$ cat src/rtl/rr_arbiter_32_if.sv
// rtl/rr_arbiter_32_if.sv - request/grant bundle between requesters and the round-robin arbiter
//
// Signals:
//   req[31:0]      requester i wants the shared resource when bit i is set
//   done           single-cycle release pulse from the current owner
//   grant[31:0]    one-hot grant, zero while idle
//   grant_idx[4:0] binary index of the current (or most recent) owner
//   grant_valid    high while a grant is held
//   timeout        single-cycle pulse when a grant is force-released
// Modports:
//   master - requester side, drives req/done
//   slave  - arbiter side, drives the grant outputs
interface rr_arbiter_32_if;
  logic [31:0] req;
  logic        done;
  logic [31:0] grant;
  logic [4:0]  grant_idx;
  logic        grant_valid;
  logic        timeout;

  modport master (
    output req,
    output done,
    input  grant,
    input  grant_idx,
    input  grant_valid,
    input  timeout
  );

  modport slave (
    input  req,
    input  done,
    output grant,
    output grant_idx,
    output grant_valid,
    output timeout
  );
endinterface

$ cat src/rtl/rr_arbiter_32.sv
// rtl/rr_arbiter_32.sv - 32-way round-robin arbiter with optional hold timeout
//
// Parameters:
//   TIMEOUT - cycles a grant may be held without done before forced release
//             (0 disables the forced release, legal range 0..255)
// Ports:
//   clk  - single clock, rising edge
//   rst  - asynchronous active-high reset
//   bus  - rr_arbiter_32_if.slave: req/done in, grant/grant_idx/grant_valid/timeout out
module rr_arbiter_32 #(
  parameter int unsigned TIMEOUT = 16
) (
  input  logic             clk,
  input  logic             rst,
  rr_arbiter_32_if.slave   bus
);

  typedef enum logic {
    IDLE,
    BUSY
  } state_t;

  // Last hold-counter value allowed before the grant is forced off.
  localparam logic [7:0] TO_LAST = (TIMEOUT == 0) ? 8'd0 : 8'(TIMEOUT - 1);

  state_t      state;
  logic [4:0]  ptr;
  logic [7:0]  hold_cnt;

  logic [4:0]  pick_idx;
  logic        pick_found;
  logic [4:0]  cand;
  logic        to_hit;

  // Circular scan starting at ptr; 5-bit addition wraps 31 -> 0 naturally.
  always_comb begin
    pick_idx   = '0;
    pick_found = 1'b0;
    cand       = '0;
    for (int off = 0; off < 32; off++) begin
      cand = ptr + 5'(off);
      if (!pick_found && bus.req[cand]) begin
        pick_found = 1'b1;
        pick_idx   = cand;
      end
    end
  end

  assign to_hit = (TIMEOUT != 0) && (hold_cnt == TO_LAST);

  always_ff @(posedge clk or posedge rst) begin
    if (rst) begin
      state           <= IDLE;
      ptr             <= '0;
      hold_cnt        <= '0;
      bus.grant       <= '0;
      bus.grant_idx   <= '0;
      bus.grant_valid <= 1'b0;
      bus.timeout     <= 1'b0;
    end else begin
      bus.timeout <= 1'b0;
      case (state)
        IDLE: begin
          // done is ignored here; grant_idx keeps the last owner.
          if (pick_found) begin
            state           <= BUSY;
            bus.grant       <= 32'd1 << pick_idx;
            bus.grant_idx   <= pick_idx;
            bus.grant_valid <= 1'b1;
            hold_cnt        <= '0;
          end
        end
        BUSY: begin
          // Release always lands in IDLE, so consecutive grants are
          // separated by at least one idle cycle. A done coinciding with
          // the timeout limit counts as a normal release.
          if (bus.done || to_hit) begin
            state           <= IDLE;
            bus.grant       <= '0;
            bus.grant_valid <= 1'b0;
            ptr             <= bus.grant_idx + 5'd1;
            bus.timeout     <= !bus.done;
          end else begin
            hold_cnt <= hold_cnt + 8'd1;
          end
        end
        default: state <= IDLE;
      endcase
    end
  end

endmodule

$ cat src/flat_wrapper.sv
// flat-port wrapper written by rule: the top's interface ports become plain ports
module rr_arbiter_32_flat 
#(
  parameter int unsigned TIMEOUT = 16
)
  (clk, rst, bus_req, bus_done, bus_grant, bus_grant_idx, bus_grant_valid, bus_timeout);
  rr_arbiter_32_if bus_i ();
  input  logic clk;
  input  logic rst;
  input wire logic [$bits(bus_i.req)-1:0] bus_req;
  input wire logic [$bits(bus_i.done)-1:0] bus_done;
  output wire logic [$bits(bus_i.grant)-1:0] bus_grant;
  output wire logic [$bits(bus_i.grant_idx)-1:0] bus_grant_idx;
  output wire logic [$bits(bus_i.grant_valid)-1:0] bus_grant_valid;
  output wire logic [$bits(bus_i.timeout)-1:0] bus_timeout;
  assign bus_i.req = bus_req;
  assign bus_i.done = bus_done;
  assign bus_grant = bus_i.grant;
  assign bus_grant_idx = bus_i.grant_idx;
  assign bus_grant_valid = bus_i.grant_valid;
  assign bus_timeout = bus_i.timeout;
  rr_arbiter_32 #(.TIMEOUT(TIMEOUT)) u_core (.clk(clk), .rst(rst), .bus(bus_i));
endmodule
$ cat config.mk
export PLATFORM = sky130hd
export DESIGN_NAME = rr_arbiter_32_flat
export DESIGN_NICKNAME = d
export VERILOG_FILES = /design/src/rtl/rr_arbiter_32_if.sv /design/src/rtl/rr_arbiter_32.sv /design/src/flat_wrapper.sv
export SDC_FILE = /design/constraint.sdc
export NUM_CORES = 1
export LEC_CHECK = 0
export ABC_AREA = 1
export CAP_MARGIN = 10
export CORE_MARGIN = 1.5
export CORE_UTILIZATION = 40
export CTS_CLUSTER_DIAMETER = 40
export DETAILED_ROUTE_END_ITERATION = 10
export MAX_ROUTING_LAYER = met4
export REMOVE_ABC_BUFFERS = 1
export SYNTH_ARGS = -nofsm -noshare
export SYNTH_HDL_FRONTEND = slang
export SYNTH_SLANG_ARGS = --single-unit
$ cat constraint.sdc
create_clock -name clk -period 6.2 [get_ports clk]
set_input_delay 0.93 -clock clk [delete_from_list [all_inputs] [get_ports clk]]
set_output_delay 0.93 -clock clk [all_outputs]
set_load 0.02 [all_outputs]
# After elaboration in Yosys (flattened, before gate mapping)
# Index checks and enable logic that the tools add are counted.
# W data, S select, Z words.
dict set report totals {
  output_inout_bits 39
  register_bits 53
  elab_cells 288
  in_bits 35
}
dict set report classes {
  reduce_logical 68
  eq_ne 4
  n_lt_le_gt_ge 32
  n_addsub 33
  shifts 1
  n_bitwise 1
  muxes 142
}
# cell count
set ops {}
lappend ops {{$lt A5 B6 Y1 const B} 32}
lappend ops {{$bmux W1 S5} 32}
lappend ops {{$mux W5} 32}
lappend ops {{$add A5 B5 Y5 const B} 16}
lappend ops {{$mux W1} 70}
lappend ops {{$mux W32} 2}
lappend ops {{$pmux W32 S2} 1}
lappend ops {{$add A5 B4 Y5 const B} 8}
lappend ops {{$logic_not A1 Y1} 32}
lappend ops {{$shl A1 B5 Y32 const A} 1}
lappend ops {{$logic_and A1 B1 Y1} 31}
lappend ops {{$add A5 B3 Y5 const B} 4}
lappend ops {{$mux W8} 2}
lappend ops {{$pmux W8 S2} 1}
lappend ops {{$add A5 B1 Y5 const B} 2}
lappend ops {{$add A5 B2 Y5 const B} 2}
lappend ops {{$add A8 B1 Y8 const B} 1}
lappend ops {{$eq A8 B4 Y1 const B} 1}
lappend ops {{$reduce_and A2 Y1} 4}
lappend ops {{$ne A2 B2 Y1 const B} 2}
lappend ops {{$pmux W1 S2} 2}
lappend ops {{$ne A2 B1 Y1 const B} 1}
lappend ops {{$logic_or A1 B1 Y1} 1}
lappend ops {{$not A1 Y1} 1}

# Depth between registers and ports, before layout
# Gate-level depths: netlist (run 1).
dict set report logic_depth {
  ltp_word 99
  ltp_mapped 44
  depth_no_buf 40
}

# Worst setup path after synthesis (run 1)
# Ideal clock, no wire load.
dict set report synth_path {
  kind {register -> register}
  from {register u_core.ptr[1]}
  to {register u_core.bus.grant[18]}
  n_path_buf 5
  t_required_ns 6.083
  path_slack_ns 0.969
  stages_incl_launch_ff 36
  arrival_ns 5.114
  period_less_slack_ns 5.231
  setup_time_ns 0.117
  path_cell_list {dfrtp_1 inv_2 clkbuf_1 clkbuf_1 ha_1 clkbuf_1 clkinv_1 buf_2 nand3_1 nand3_1 nand3_1 nand3_2 nand2_2 nor2_8 nand4_4 nor2_4 nand4_4 nor2_8 nand4_4 nor2_4 nand4_4 nor2_4 nand4_4 nor2_8 nand4_4 nor2_4 nand4_4 nor2_4 nand3b_1 nand2_2 inv_4 nand2_2 inv_2 buf_6 nand3_1 nand2_1}
}
dict set report synth_between {
  elab_chain_len 99
  elab_cells_between_ends 226
  classes_between {add/sub (31); eq/ne (1); shift (1); mux (130); reduce/logical (63)}
}
# element line_no
set synth_rtl {}
lappend synth_rtl {{start, declared} rr_arbiter_32.sv:27} ;# logic [4:0] ptr;
lappend synth_rtl {{start signal, assigned} rr_arbiter_32.sv:81} ;# ptr <= bus.grant_idx + 5'd1;
lappend synth_rtl {{branches (longest 99 deep; another with $add A5 B1 Y5)} n/a}
lappend synth_rtl {{end signal, assigned} rr_arbiter_32.sv:67} ;# bus.grant <= 32'd1 << pick_idx;
lappend synth_rtl {{end, declared} rr_arbiter_32_if.sv:33} ;# output grant,
# Several ways; the timed one is not identified. The select of a mux whose other input is x is not followed.
# A chain may end at the register's enable or synchronous reset.

# Final worst setup path (run 1)
dict set report layout_path {
  from {register u_core.ptr[1]}
  to {register u_core.bus.grant[23]}
}
# Same word-level chain as after synthesis.

==> results by group, run 1 <==
Outcome
  – Outcome: finished, final reports clean

Logic synthesis
  – Number of distinct library cells after synthesis: 46
  – Post-synthesis sequential area ratio: 0.196
  – Synth Flop Type: dfrtp_1
  – Syn Area/Cell: roughly 6 sq um
  – Synth area leaders: nand2_1, dfrtp_1, nand3_1
  – Post-synth top cells: nand2_1, nand3_1, inv_1
  – Count leader, synth: nand2_1
  – Post-synth EDFFs: 0
  – Number of synthesized register bits: 53
  – Compound-Gate Fraction of Synth Area: 0.0615
  – Synth warnings: 0
  – Post-synthesis mux area share: 0.00295
  – Largest family of logic cells by synthesized area: simple AND/OR/NAND/NOR gates
  – Largest area contributor in the netlist: nand2_1
  – Simple-gate share of the synthesized area: 0.564
  – Post-synthesis xor/xnor area fraction: 0.0458
  – Adder-cell share of the synthesized area: 0.0277
  – Mapped Cells: 1129
  – Async SR Flop Fraction: 1.00
  – Yosys top cell area share: 0.203
  – Mapped Area: ~0.0068 sq mm

Routing
  – Drt first pass iters: 6
  – DR vias: ~7600
  – DRC: 0
  – DRT iter0 DRCs: 788
  – Wire length per cell: 17.1 um
  – Antenna-violating nets left: 0
  – Vias/cell: 5.42
  – Routed WL: approximately 24000 um

Die
  – Initial Utilization: 0.409
  – Die Wd: 133 um
  – Row count: 47
  – Core ar.: 0.0166 sq mm
  – Io pins: 74
  – Die Y: roughly 130 um
  – Die ar.: between 0.015 and 0.02 sq mm

Timing
  – Worst slew margin: 0.390
  – Hold Vio Cnt, Final: 0
  – RSZ-0062 raised after global routing: no
  – Tmin final: 5710 ps
  – Accumulated negative setup slack: 0 ps
  – Fmax achieved: 0.175 GHz
  – Final setup fails: 0
  – Worst-Margin Slew: between 900 and 1000 ps
  – Clk_skew: 7.34 ps
  – Fin crit share: 0.921
  – Max Transition Viols Final: 0

Worst hold path
  – Hold WC Path Type: reg -> reg

Placed design
  – DP HPWL: ~19000 um
  – Routability cong.: slightly below 1
  – PortBufs: 73

GRT
  – GR Util All Layers: 0.282
  – Total grt overflow: 0
  – Number of global-route vias before repair: approximately 7000
  – Initial antenna violation count: 0
  – First-pass GRT wire length: 38200 um
  – Pin count of the biggest net entering global routing: 54

Clock tree
  – CTS tree: built
  – Clock transition at path regs: about 70 ps
  – Clk sink count: 53
  – Longest Clk Path Bufs: 2
  – CTS root buf: clkbuf_16
  – TritonCTS buffer count: 5
  – Cts repair resizes: 0
  – Skew-Pair Late Insertion Delay: 300 ps
  – # Post-CTS Setup Buffers: 0
  – CTS Hold Bufs: 0
  – Depth of the CTS H-tree: 2

Worst setup path
  – CP Max Fanout: 32
  – Crit path kind: reg -> reg
  – CP max-delay cell: dfrtp_1
  – CP endpoint kind: register
  – Worst EP arrival: just under 6000 ps
  – Slowest Stage Delay on Critical Path: approximately 550 ps
  – CP required: about 6400 ps
  – Startpoint types: register
  – Crit-path most repeated cell: nand4_4

Finish
  – Area grow syn2layout: 15.9%
  – Share of cells above drive strength 1: 0.0823
  – ANT cells: 0
  – Final nets: approximately 1200

Flow run
  – Max-Cap Viols: 0
[flip-flops by register name, summed over array words and instances (netlist names)]
name,count
u_core.bus.grant_idx,5
u_core.hold_cnt,8
u_core.bus.timeout,1
u_core.bus.grant_valid,1
u_core.ptr,5
u_core.bus.grant,32
u_core.state,1
[cell type report]
type | instances | area, sq um
clock buffers | 5 | 125
clock inverters | 3 | 43.8
fillers | 1786 | 8730
inverters | 116 | 438
multi-input cells | 921 | 4770
flip-flops and latches | 53 | 1330
well taps | 220 | 275
repair buffers | 93 | 881
[path summary, 6_finish.rpt]
check	start	to	slack, ps	cells past startpoint
max	u_core.ptr[1]	u_core.bus.grant[23]	490	29
min	u_core.bus.grant[26]	u_core.bus.grant[26]	480	2
max reg2reg	u_core.ptr[1]	u_core.bus.grant[23]	490	29
min reg2reg	u_core.bus.grant[26]	u_core.bus.grant[26]	480	2
max in group asynchronous	rst	u_core.bus.grant[25]	4630	3
min in group asynchronous	rst	u_core.bus.grant[24]	1130	3
[cells by family after synthesis]
family | count (synthesis)
multiplexers | 2
XOR/XNOR | 29
buffers and inverters | 155
AND/OR/NAND/NOR | 804
adder cells (fa/ha/maj) | 15
AO/OA/AOI/OAI | 71
flip-flops | 53
[cells in the final DEF (no fill, tap or decap), drive strengths merged, types with 4 or more instances in the layout]
cell	n
ha	15
dfrtp	53
xnor2	7
nand3b	4
nor2	104
nand4	34
clkbuf	5
nand2	379
xor2	22
nand3	266
nor3	12
inv	115
o21ai	47
a31oi	5
clkdlybuf4s50	73
o21a	8
a21oi	5
buf	20
[per-layer routing]
metal	part of all wire	global-route usage	up-vias
met5	0	-	-
met4	0.032	0.0894	0
met3	0.069	0.0228	54
met2	0.44	0.434	300
met1	0.46	0.393	3467
li1	-	-	3828
[worst max-delay path: cells and delay by family, from the launching register on]
| kind | cells | cell delay (ps) |
|---|---|---|
| AOI/OAI and AO/OA | 2 | 550 |
| adders and majority gates | 1 | 390 |
| buffers and inverters | 4 | 700 |
| DFF | 1 | 550 |
| and+or+nand+nor | 22 | 3430 |
[stage by stage]
step	std cells	util	instance area [sq um]	worst slack [ps]	hold slack (ps)
finish	1411	0.474	7860	490	484
global route	1411	0.474	7860	37.2	503
CTS	1411	0.474	7860	547	489
detailed placement	1403	0.464	7690	589	466
global placement	1403	0.464	7690	690	470
floorplan	1090	-	6520	427	471
Power of run 1 is not shown: default switching activity piles up to over one toggle a cycle in this logic, so the estimate is an artifact.
==> inputs of run 2 (changes only) <==
- CORE_MARGIN: 1.5 -> 8
- GPL_ROUTABILITY_DRIVEN: default -> 0
==> results by group, run 2 (same netlist as run 1, synthesis figures left out) <==
Outcome
  – Outcome: finished, final reports clean

GRT
  – Most used routing layer: met2
  – Total grt overflow: 0
  – GR Util All Layers: 0.233
  – Number of global-route vias before repair: 7172
  – First-pass GRT wire length: between 30000 and 40000 um
  – Met3 GRT Util: 0.0414
  – GR Util met2: 0.346
  – Pin count of the biggest net entering global routing: 54
  – GR Util met1: 0.303
  – Initial antenna violation count: 0

Clock tree
  – CTS root buf: clkbuf_16
  – CTS Hold Bufs: 0
  – CTS tree: built
  – Clock transition at path regs: around 70 ps
  – TritonCTS buffer count: 5
  – Skew-Pair Late Insertion Delay: approximately 300 ps
  – Depth of the CTS H-tree: 2
  – Longest Clk Path Bufs: 2
  – Clk sink count: between 50 and 60

Routing
  – Vias/cell: between 5 and 6
  – Drt first pass iters: 6
  – DRT iter0 DRCs: 778
  – DRC: 0
  – Routed WL: 25000 um
  – DR vias: a little under 8000
  – Antenna-violating nets left: 0
  – Wire length per cell: between 15 and 20 um

Finish
  – Top Registers: u_core.bus.grant (32), u_core.hold_cnt (8)
  – Commonest cells after routing, fill and taps aside: nand2_1, nand3_1, inv_1
  – Largest Register: u_core.bus.grant
  – Area grow syn2layout: 15.4%
  – Max FFs per register: 32
  – Fill count: around 1800
  – Share of cells above drive strength 1: 0.0816
  – Non-Filler Instances: 1408
  – ANT cells: 0
  – Final nets: about 1200
  – Most common cell after layout, fill and taps aside: nand2_1

Die
  – Initial Utilization: 0.409
  – Die ar.: 0.0214 sq mm
  – Row count: between 40 and 50
  – Die Wd: 146 um
  – Die Y: around 150 um
  – Io pins: 74
  – Core ar.: around 0.017 sq mm

Placed design
  – Dpl cells: 1400
  – PortBufs: 73
  – DP HPWL: between 15000 and 20000 um

Timing
  – Max Transition Viols Final: 0
  – RSZ-0062 raised after global routing: no
  – Worst slew margin: 0.328
  – Hold Vio Cnt, Final: 0
  – Clk_skew: around 7.2 ps
  – Fmax achieved: 0.173 GHz
  – Tmin final: about 5800 ps
  – Worst-Margin Slew: 1000 ps
  – Accumulated negative setup slack: 0 ps
  – Fin crit share: 0.930
  – Final setup fails: 0

Worst setup path
  – Top Family by Delay on Critical Path: simple AND/OR/NAND/NOR gates
  – CP required: around 6400 ps
  – CP max-delay cell: dfrtp_1
  – Slowest Stage Delay on Critical Path: about 560 ps
  – CP Max Fanout: 32
  – CP bufs+invs: 4
  – Worst EP arrival: around 6000 ps
  – Worst R2R Setup Slack: 430 ps
  – Crit path kind: reg -> reg
  – Startpoint types: register
  – CP endpoint kind: register
  – Crit-path most repeated cell: nand4_4

Worst hold path
  – Hold WC Path Type: reg -> reg

Flow run
  – Max-Cap Viols: 0
[run 2: changes by cell type in the layout (fill, tap and decap cells not counted), sizes merged]
cell      delta
bufinv       -1
clkinvlp     +1
clkinv       -1
buf          -3
clkbuf       +1
[run 2: final timing paths]
kind / startpoint / endpoint / cells past startpoint
worst max-delay path: u_core.ptr[1] / u_core.bus.grant[17] / 29
worst min-delay path: u_core.bus.grant[9] / u_core.bus.grant[9] / 2
worst max register to register: u_core.ptr[1] / u_core.bus.grant[17] / 29
worst min register to register: u_core.bus.grant[9] / u_core.bus.grant[9] / 2
max in group asynchronous: rst / u_core.ptr[2] / 3
min in group asynchronous: rst / u_core.bus.grant_idx[0] / 3
[run 2: final cells by class]
cell class	instances	area (sq um)	share of cell area
inverter	116	442	0.0564
tap	220	275	0.0352
multi-input combinational	921	4780	0.611
clock inverter	2	13.8	0.00176
clock buffer	6	129	0.0165
sequential	53	1330	0.170
timing repair buffer	90	858	0.110
[run 2: per-stage QoR]
stage,setup WS [ps],area (sq um),util,hold WS [ps]
3_5_place_dp,393,7660,0.462,466
5_1_grt,52.2,7830,0.472,501
4_1_cts,372,7810,0.471,486
2_1_floorplan,427,6520,-,471
3_3_place_gp,439,7660,0.462,469
6_report,434,7830,0.472,484
[run 2: per-layer routing]
metal / wire length, um / share of wire
met3: 2250 / 0.090
met5: 0 / 0
met4: 1060 / 0.043
met1: 10800 / 0.43
met2: 10800 / 0.43
[run 2: what timing repair did]
item / in CTS / in global routing
setup buffers: 0 / 0
resized for setup: 0 / 5
setup endpoints to repair: 0 / 34
hold endpoints to repair: 0 / 0
[run 2: worst register-to-register path, delay by kind of cell, from the launching register on]
kind	cells	cell delay (ps)
buf+inv	4	870
flops	1	560
simple gates	24	3840
fa+ha+maj	1	450
Power of run 2 is left out for the same reason.
